$ cat src/rtl/count_seq_ctrl.sv
// rtl/count_seq_ctrl.sv - command-driven sequencer for the prescaled 4-bit up-counter datapath
module count_seq_ctrl #(
    parameter int WIDTH    = 4,
    parameter int PRESCALE = 4
) (
    input  logic             clk,
    input  logic             rst,
    input  logic             cmd_valid,
    output logic             cmd_ready,
    input  logic [1:0]       cmd_op,
    input  logic [WIDTH-1:0] cmd_target,
    input  logic [WIDTH-1:0] cnt_value,
    output logic             cnt_en,
    output logic             cnt_clr,
    output logic             busy,
    output logic             done,
    output logic             err
);

    typedef enum logic [2:0] {
        S_IDLE,
        S_RUN,
        S_PAUSED,
        S_CLR,
        S_DONE
    } state_t;

    localparam logic [1:0] OP_RUN    = 2'b00;
    localparam logic [1:0] OP_PAUSE  = 2'b01;
    localparam logic [1:0] OP_RESUME = 2'b10;
    localparam logic [1:0] OP_CLEAR  = 2'b11;

    localparam logic [7:0] PS_LAST = 8'(PRESCALE - 1);

    state_t           state, state_nx;
    logic [7:0]       presc, presc_nx;
    logic [WIDTH-1:0] target, target_nx;
    logic             en_nx;
    logic             err_nx;
    logic             accept;
    logic             tick;

    assign accept = cmd_valid && cmd_ready;
    assign tick   = (presc == PS_LAST);

    // Next-state and next-output decode; an accepted PAUSE/CLEAR outranks a same-cycle tick
    always_comb begin
        state_nx  = state;
        presc_nx  = presc;
        target_nx = target;
        en_nx     = 1'b0;
        err_nx    = 1'b0;
        case (state)
            S_IDLE: begin
                presc_nx = 8'd0;
                if (accept) begin
                    case (cmd_op)
                        OP_RUN: begin
                            target_nx = cmd_target;
                            state_nx  = S_RUN;
                        end
                        OP_CLEAR: state_nx = S_CLR;
                        default:  err_nx   = 1'b1;
                    endcase
                end
            end
            S_RUN: begin
                // The prescaler keeps its phase running through the cycle a PAUSE lands in
                presc_nx = tick ? 8'd0 : 8'(presc + 8'd1);
                if (accept && cmd_op == OP_PAUSE) begin
                    state_nx = S_PAUSED;
                end else if (accept && cmd_op == OP_CLEAR) begin
                    state_nx = S_CLR;
                end else begin
                    err_nx = accept;
                    if (tick) begin
                        if (cnt_value == target) begin
                            state_nx = S_DONE;
                        end else begin
                            en_nx = 1'b1;
                        end
                    end
                end
            end
            S_PAUSED: begin
                if (accept) begin
                    case (cmd_op)
                        OP_RESUME: state_nx = S_RUN;
                        OP_CLEAR:  state_nx = S_CLR;
                        default:   err_nx   = 1'b1;
                    endcase
                end
            end
            S_CLR: begin
                presc_nx = 8'd0;
                state_nx = S_IDLE;
            end
            S_DONE: begin
                presc_nx = 8'd0;
                state_nx = S_IDLE;
            end
            default: begin
                presc_nx = 8'd0;
                state_nx = S_IDLE;
            end
        endcase
    end

    // State, prescaler, target and every output are registered off the decoded next values
    always_ff @(posedge clk) begin
        if (rst) begin
            state     <= S_IDLE;
            presc     <= 8'd0;
            target    <= '0;
            cnt_en    <= 1'b0;
            cnt_clr   <= 1'b0;
            done      <= 1'b0;
            busy      <= 1'b0;
            err       <= 1'b0;
            cmd_ready <= 1'b0;
        end else begin
            state     <= state_nx;
            presc     <= presc_nx;
            target    <= target_nx;
            cnt_en    <= en_nx;
            cnt_clr   <= (state_nx == S_CLR);
            done      <= (state_nx == S_DONE);
            busy      <= (state_nx == S_RUN) || (state_nx == S_PAUSED);
            err       <= err_nx;
            cmd_ready <= (state_nx == S_IDLE) || (state_nx == S_RUN) || (state_nx == S_PAUSED);
        end
    end

endmodule
$ cat config.mk
export PLATFORM = sky130hd
export DESIGN_NAME = count_seq_ctrl
export DESIGN_NICKNAME = d
export VERILOG_FILES = /design/src/rtl/count_seq_ctrl.sv
export SDC_FILE = /design/constraint.sdc
export NUM_CORES = 1
export LEC_CHECK = 0
export BUFFER_PORTS_ARGS = -buffer_cell sky130_fd_sc_hd__clkbuf_2
export CAP_MARGIN = 20
export CORE_MARGIN = 2
export CORE_UTILIZATION = 54
export DETAILED_ROUTE_END_ITERATION = 12
export PLACE_DENSITY = 0.8
export SETUP_SLACK_MARGIN = 0.05
export SLEW_MARGIN = 20
export SYNTH_ARGS = -nofsm -noshare
export SYNTH_HDL_FRONTEND = slang
export SYNTH_SLANG_ARGS = --single-unit
$ cat constraint.sdc
create_clock -name clk -period 2.8 [get_ports clk]
set_clock_uncertainty 0.2 [all_clocks]
set_input_delay 0.14 -clock clk [delete_from_list [all_inputs] [get_ports clk]]
set_output_delay 0.14 -clock clk [all_outputs]
set_load 0.02 [all_outputs]
# After elaboration in Yosys (flattened, before gate mapping)
# Cells that the tools add are included.
# word_totals
register_bits	21
latchBits	0
ramBits	0
rom_bits	0
input_bits	13
output_inout_bits	6
word_cells	55
memories	0
# classes
add_sub_neg	1
mul	0
div	0
n_lt_le_gt_ge	0
eq_ne	11
shift	0
mux	19
bitwise	2
n_reduce_logical	13
# op_table
op	n
two-way mux 3 bit	6
case mux 8 bit (2 select lines)	1
case mux 3 bit (2 select lines)	2
== test 3 x 2 -> 1 bit, second input constant	3
case mux 3 bit (3 select lines)	1
adder 8 x 1 -> 8 bit, second input constant	1
== test 8 x 2 -> 1 bit, second input constant	1
two-way mux 8 bit	1
two-way mux 1 bit	7
== test 3 x 1 -> 1 bit, second input constant	2
logical NOT 3 bit	2
OR reduction 5 bit	1
== test 2 bit, second input constant	2
== test 4 bit	1
OR reduction 2 bit	2
== test 3 bit, second input constant	1
logical AND 1 bit	3
logical OR 1 bit	3
case mux 1 bit (3 select lines)	1
AND reduction 3 bit	1
== test 2 x 1 -> 1 bit, second input constant	1
logical NOT 2 bit	1
inverter 1 bit	2

# Longest topological paths before layout
# depth
depth_word	9
mapped_depth	7
depth_no_buf	7

# Worst setup path before layout
# No wires, ideal clock.
# synth_timing
path_kind	reg-to-reg
startpoint	reg presc[0]
endpoint	reg cmd_ready
setup_time_ns	0.086
arrival_time_ns	1.728
t_required_ns	2.514
slack_ns	0.786
path_stages_with_launch	7
n_path_buf	0
period_less_slack_ns	2.014
cell_sequence	dfxtp_1 ha_1 or4b_4 nor4_4 and2_4 o22ai_2 a221oi_2
# synth_between
elab_chain_len	8
elab_cells_between_ends	10
cone_classes	3 x eq/ne; 4 x mux; 3 x reduce/logical
# synth_lines
element	line	source
start: declaration	36	logic [7:0] presc, presc_nx;
start signal: assignment	123	presc <= presc_nx;
== test 8 x 2 -> 1 bit *	44	assign tick = (presc == PS_LAST);
two-way mux 3 bit *	76	if (tick) begin
two-way mux 3 bit *	72	end else if (accept && cmd_op == OP_CLEAR) begin
two-way mux 3 bit *	70	if (accept && cmd_op == OP_PAUSE) begin
case mux 3 bit (3 select lines) *	53	case (state)
== test 3 x 1 -> 1 bit or logical NOT 3 bit (tied branches)	130	cmd_ready <= (state_nx == S_IDLE) || (state_nx == S_RUN) || (state_nx == S_PAUSED);
logical OR 1 bit	130	
logical OR 1 bit *	130	
end signal: assignment	130	
end: declaration	9	output logic cmd_ready,
# Every way passes the cells marked *; elsewhere a longest branch is shown, timed or not.
# A chain may end at the register's enable or synchronous reset.

# Worst setup path after layout
# Same ends and word-level chain as after synthesis.

==> results.json <==
{
  "hp-class": "primary input to flip-flop",
  "cap_violations": 0,
  "coreArea_um2": 1940,
  "grt_pass1_wl_um": 3810,
  "dp_hpwl_um": 1750,
  "slowest_delay_ps": 500,
  "yosysSeqAreaShare": 0.382,
  "worst_pin_slew_ps": 510,
  "firstDrtPassIters": 4,
  "cp_data_required_time_ps": 2840,
  "synth.cell_area_um2": 1100,
  "setup_viol": 0,
  "r2r-start": "presc[0]",
  "grt_antenna_before_repair": 0,
  "h-tree-depth": 1,
  "post-route-drc-count": 0,
  "wl_met1_um": 988,
  "r2r-end": "cmd_ready",
  "fin_setup_tns_ps": 0,
  "rows": 16,
  "path_cells": "ha_1 > or4b_4 > nor4_4 > and2_4 > o22ai_2 > a221oi_2",
  "ys_seq_elements": 21,
  "period_share": 0.778,
  "post_cts_resized": 0,
  "viasPerCell": 5.94,
  "cp-start-kind": "flip-flop",
  "post_drt_wl_per_cell_um": 13.5,
  "critical_path_class": "flip-flop to flip-flop",
  "fmax_ghz": 0.459,
  "synth.avg_cell_area_um2": 9.09,
  "rsz0062_at_grt": "false",
  "grt_pass1_vias": 934,
  "worst_slack_ps": 623,
  "tritoncts": "yes",
  "syn-num-nets": 139,
  "vias": 1015,
  "arrival_ps": 2210,
  "yosysTopAreaCell": "dfxtp_1",
  "dp_slack_ps": 654,
  "pwr-share-seq": 0.571,
  "totalWireLength_um": 2310,
  "crit_path_end_kind": "flip-flop",
  "pwr-share-comb": 0.148,
  "hold-worst-slack_ps": 47.5,
  "initial_core_util": 0.566,
  "cp-startpoint": "presc[0]",
  "synth_top_cell_area_share": 0.382,
  "worstPathMaxFanout": 4,
  "cts_inserted_buffers": 3,
  "die_w_um": 49.1,
  "hold_viol": 0,
  "ctsRootBufferMaster": "clkbuf_4",
  "power_density_nw_per_um2": 422,
  "wl_met2_um": 1140,
  "grt_start_max_net_pins": 20,
  "reg2regPathDepth": 6,
  "drive_gt1_frac": 0.215,
  "pwr-share-clk": 0.282,
  "fin_util": 0.664,
  "postSynth.asyncResetShare": 0,
  "max-slew-margin-rel": 0.659,
  "overflow": 0,
  "ys_warn_count": 0,
  "num_antenna_cells": 0,
  "gp_congestion": 0.928,
  "top_layer_used": "met4",
  "status": "complete, no violations",
  "placed_cells": 162,
  "ir_worst_vdd_v": 0.000323,
  "numPortBuffers": 18,
  "die_y_um": 49.1,
  "netlist_instances": 121,
  "antenna_left": 0,
  "crit_path_end": "cmd_ready",
  "p_sw_frac": 0.272,
  "synth-edff-count": 0,
  "boundaryPins": 19,
  "cts_max_path_buffers": 2,
  "die_area_um2": 2410,
  "ys_types": 41,
  "synth_area_leaders": "dfxtp_1, ha_1, nor2_1",
  "p_leak_nw": 0.545,
  "gr-usage-all-layers": 0.197,
  "drt_iter0_drc": 34,
  "slowest_stage": "or4b_4",
  "maxSlewViolCount": 0,
  "area_growth_pct": 17.2,
  "clk_pin_slew_ps": 130,
  "switchingPower_w": 0.000148,
  "finalNonFillerCells": 171,
  "clk_latency_ps": 310,
  "r2r_slack_ps": 620,
  "cts_sinks": 21,
  "internal-power_w": 0.000396,
  "period_needed_ps": 2180,
  "synth_top_flop_cell": "dfxtp_1",
  "layout.nets": 163,
  "dr_wl_met3_um": 140
}
## kinds of logic (layout without fill, tap and decap cells)
| kind of cell | count (synthesis) | after routing | share of synthesized area |
|---|---|---|---|
| and+or+nand+nor | 54 | 54 | 0.283 |
| xor gates and xnor gates | 4 | 4 | 0.0319 |
| AOI/OAI and AO/OA | 24 | 24 | 0.173 |
| muxes | 5 | 5 | 0.0455 |
| buffers and inverters | 8 | 31 | 0.0273 |
| adders and majority gates | 5 | 5 | 0.0569 |
| DFF | 21 | 21 | 0.382 |
## final cells by class
cell class	instances	area, um^2
fillers	153	653
multi-input cells	92	649
flip-flops and latches	21	420
repair buffers	23	140
well taps	27	33.8
clock buffers	3	22.5
inverters	4	15.0
clock inverters	1	7.51
## power by group through the flow
stage          combinational [W]  sequential (W)  clock [W]
2_1_floorplan          0.0000478        0.000319          0
3_3_place_gp           0.0000712        0.000317          0
3_5_place_dp           0.0000742        0.000317          0
4_1_cts                0.0000799        0.000310   0.000156
5_1_grt                0.0000883        0.000311   0.000167
6_report               0.0000803        0.000310   0.000153
## stage by stage
stage / cell area, um^2 / total power (W)
after floorplan: 1100 / 0.000367
after global placement: 1210 / 0.000388
after detailed placement: 1210 / 0.000391
after CTS: 1290 / 0.000546
after global routing: 1290 / 0.000567
final: 1290 / 0.000544
## critical path, delay by kind of cell (launching register included)
| kind | cells | cell delay (ps) |
|---|---|---|
| AO/OA/AOI/OAI | 2 | 380 |
| AND/OR/NAND/NOR | 3 | 940 |
| adder cells (fa/ha/maj) | 1 | 200 |
| flip-flops | 1 | 390 |
## how the worst min path moves through the flow
stage	start	to	slack [ps]	depth (start not counted)
2_1_floorplan	cmd_target[0]	target[0]	80	2
3_3_place_gp	cmd_target[3]	target[3]	170	3
3_5_place_dp	cmd_target[0]	target[0]	180	3
4_1_cts	rst	cmd_ready	40	2
5_1_grt	rst	cmd_ready	70	2
6_report	rst	cmd_ready	50	2
## what timing repair did
item	in CTS	in global routing
setup buffers	0	0
hold buffers	5	0
endpoints found under the hold margin	5	0
## cells in the mapped netlist, drive strengths merged (2+ instances only)
cell	count
a21oi	5
a311oi	2
a31oi	2
a41oi	2
and2	3
clkbuf	3
dfxtp	21
ha	5
inv	4
mux2i	5
nand2	12
nand2b	2
nand3	6
nand3b	2
nor2	14
nor2b	2
nor3b	4
nor4	2
o21ai	3
xor2	4
## layout by cell type, fill, tap and decap left out, types with 2 or more instances in the layout
master / synthesis / routed
a41oi_1: 2 / 2
o21ai_0: 3 / 3
nand2b_1: 2 / 2
dlygate4sd3_1: 0 / 5
a311oi_1: 2 / 2
nand3_1: 6 / 6
and2_1: 2 / 2
nand3b_1: 2 / 2
nand2_1: 12 / 12
a31oi_1: 2 / 2
a21oi_1: 5 / 5
mux2i_1: 5 / 5
ha_1: 5 / 5
nor2_1: 14 / 14
xor2_1: 4 / 4
nor3b_1: 3 / 3
clkbuf_4: 0 / 3
clkbuf_2: 0 / 18
nor2b_1: 2 / 2
dfxtp_1: 21 / 21
inv_1: 4 / 4
## flip-flops by register name, indices dropped and copies added (netlist names)
name       flops
presc          8
target         4
state          3
busy           1
cmd_ready      1
cnt_clr        1
cnt_en         1
done           1
err            1
## layer usage
metal,global-route usage,up-vias
met5,0,-
met4,0.0667,0
met3,0.0337,6
met2,0.336,47
met1,0.249,474
li1,-,488
Power figures use the tool's default switching activity.
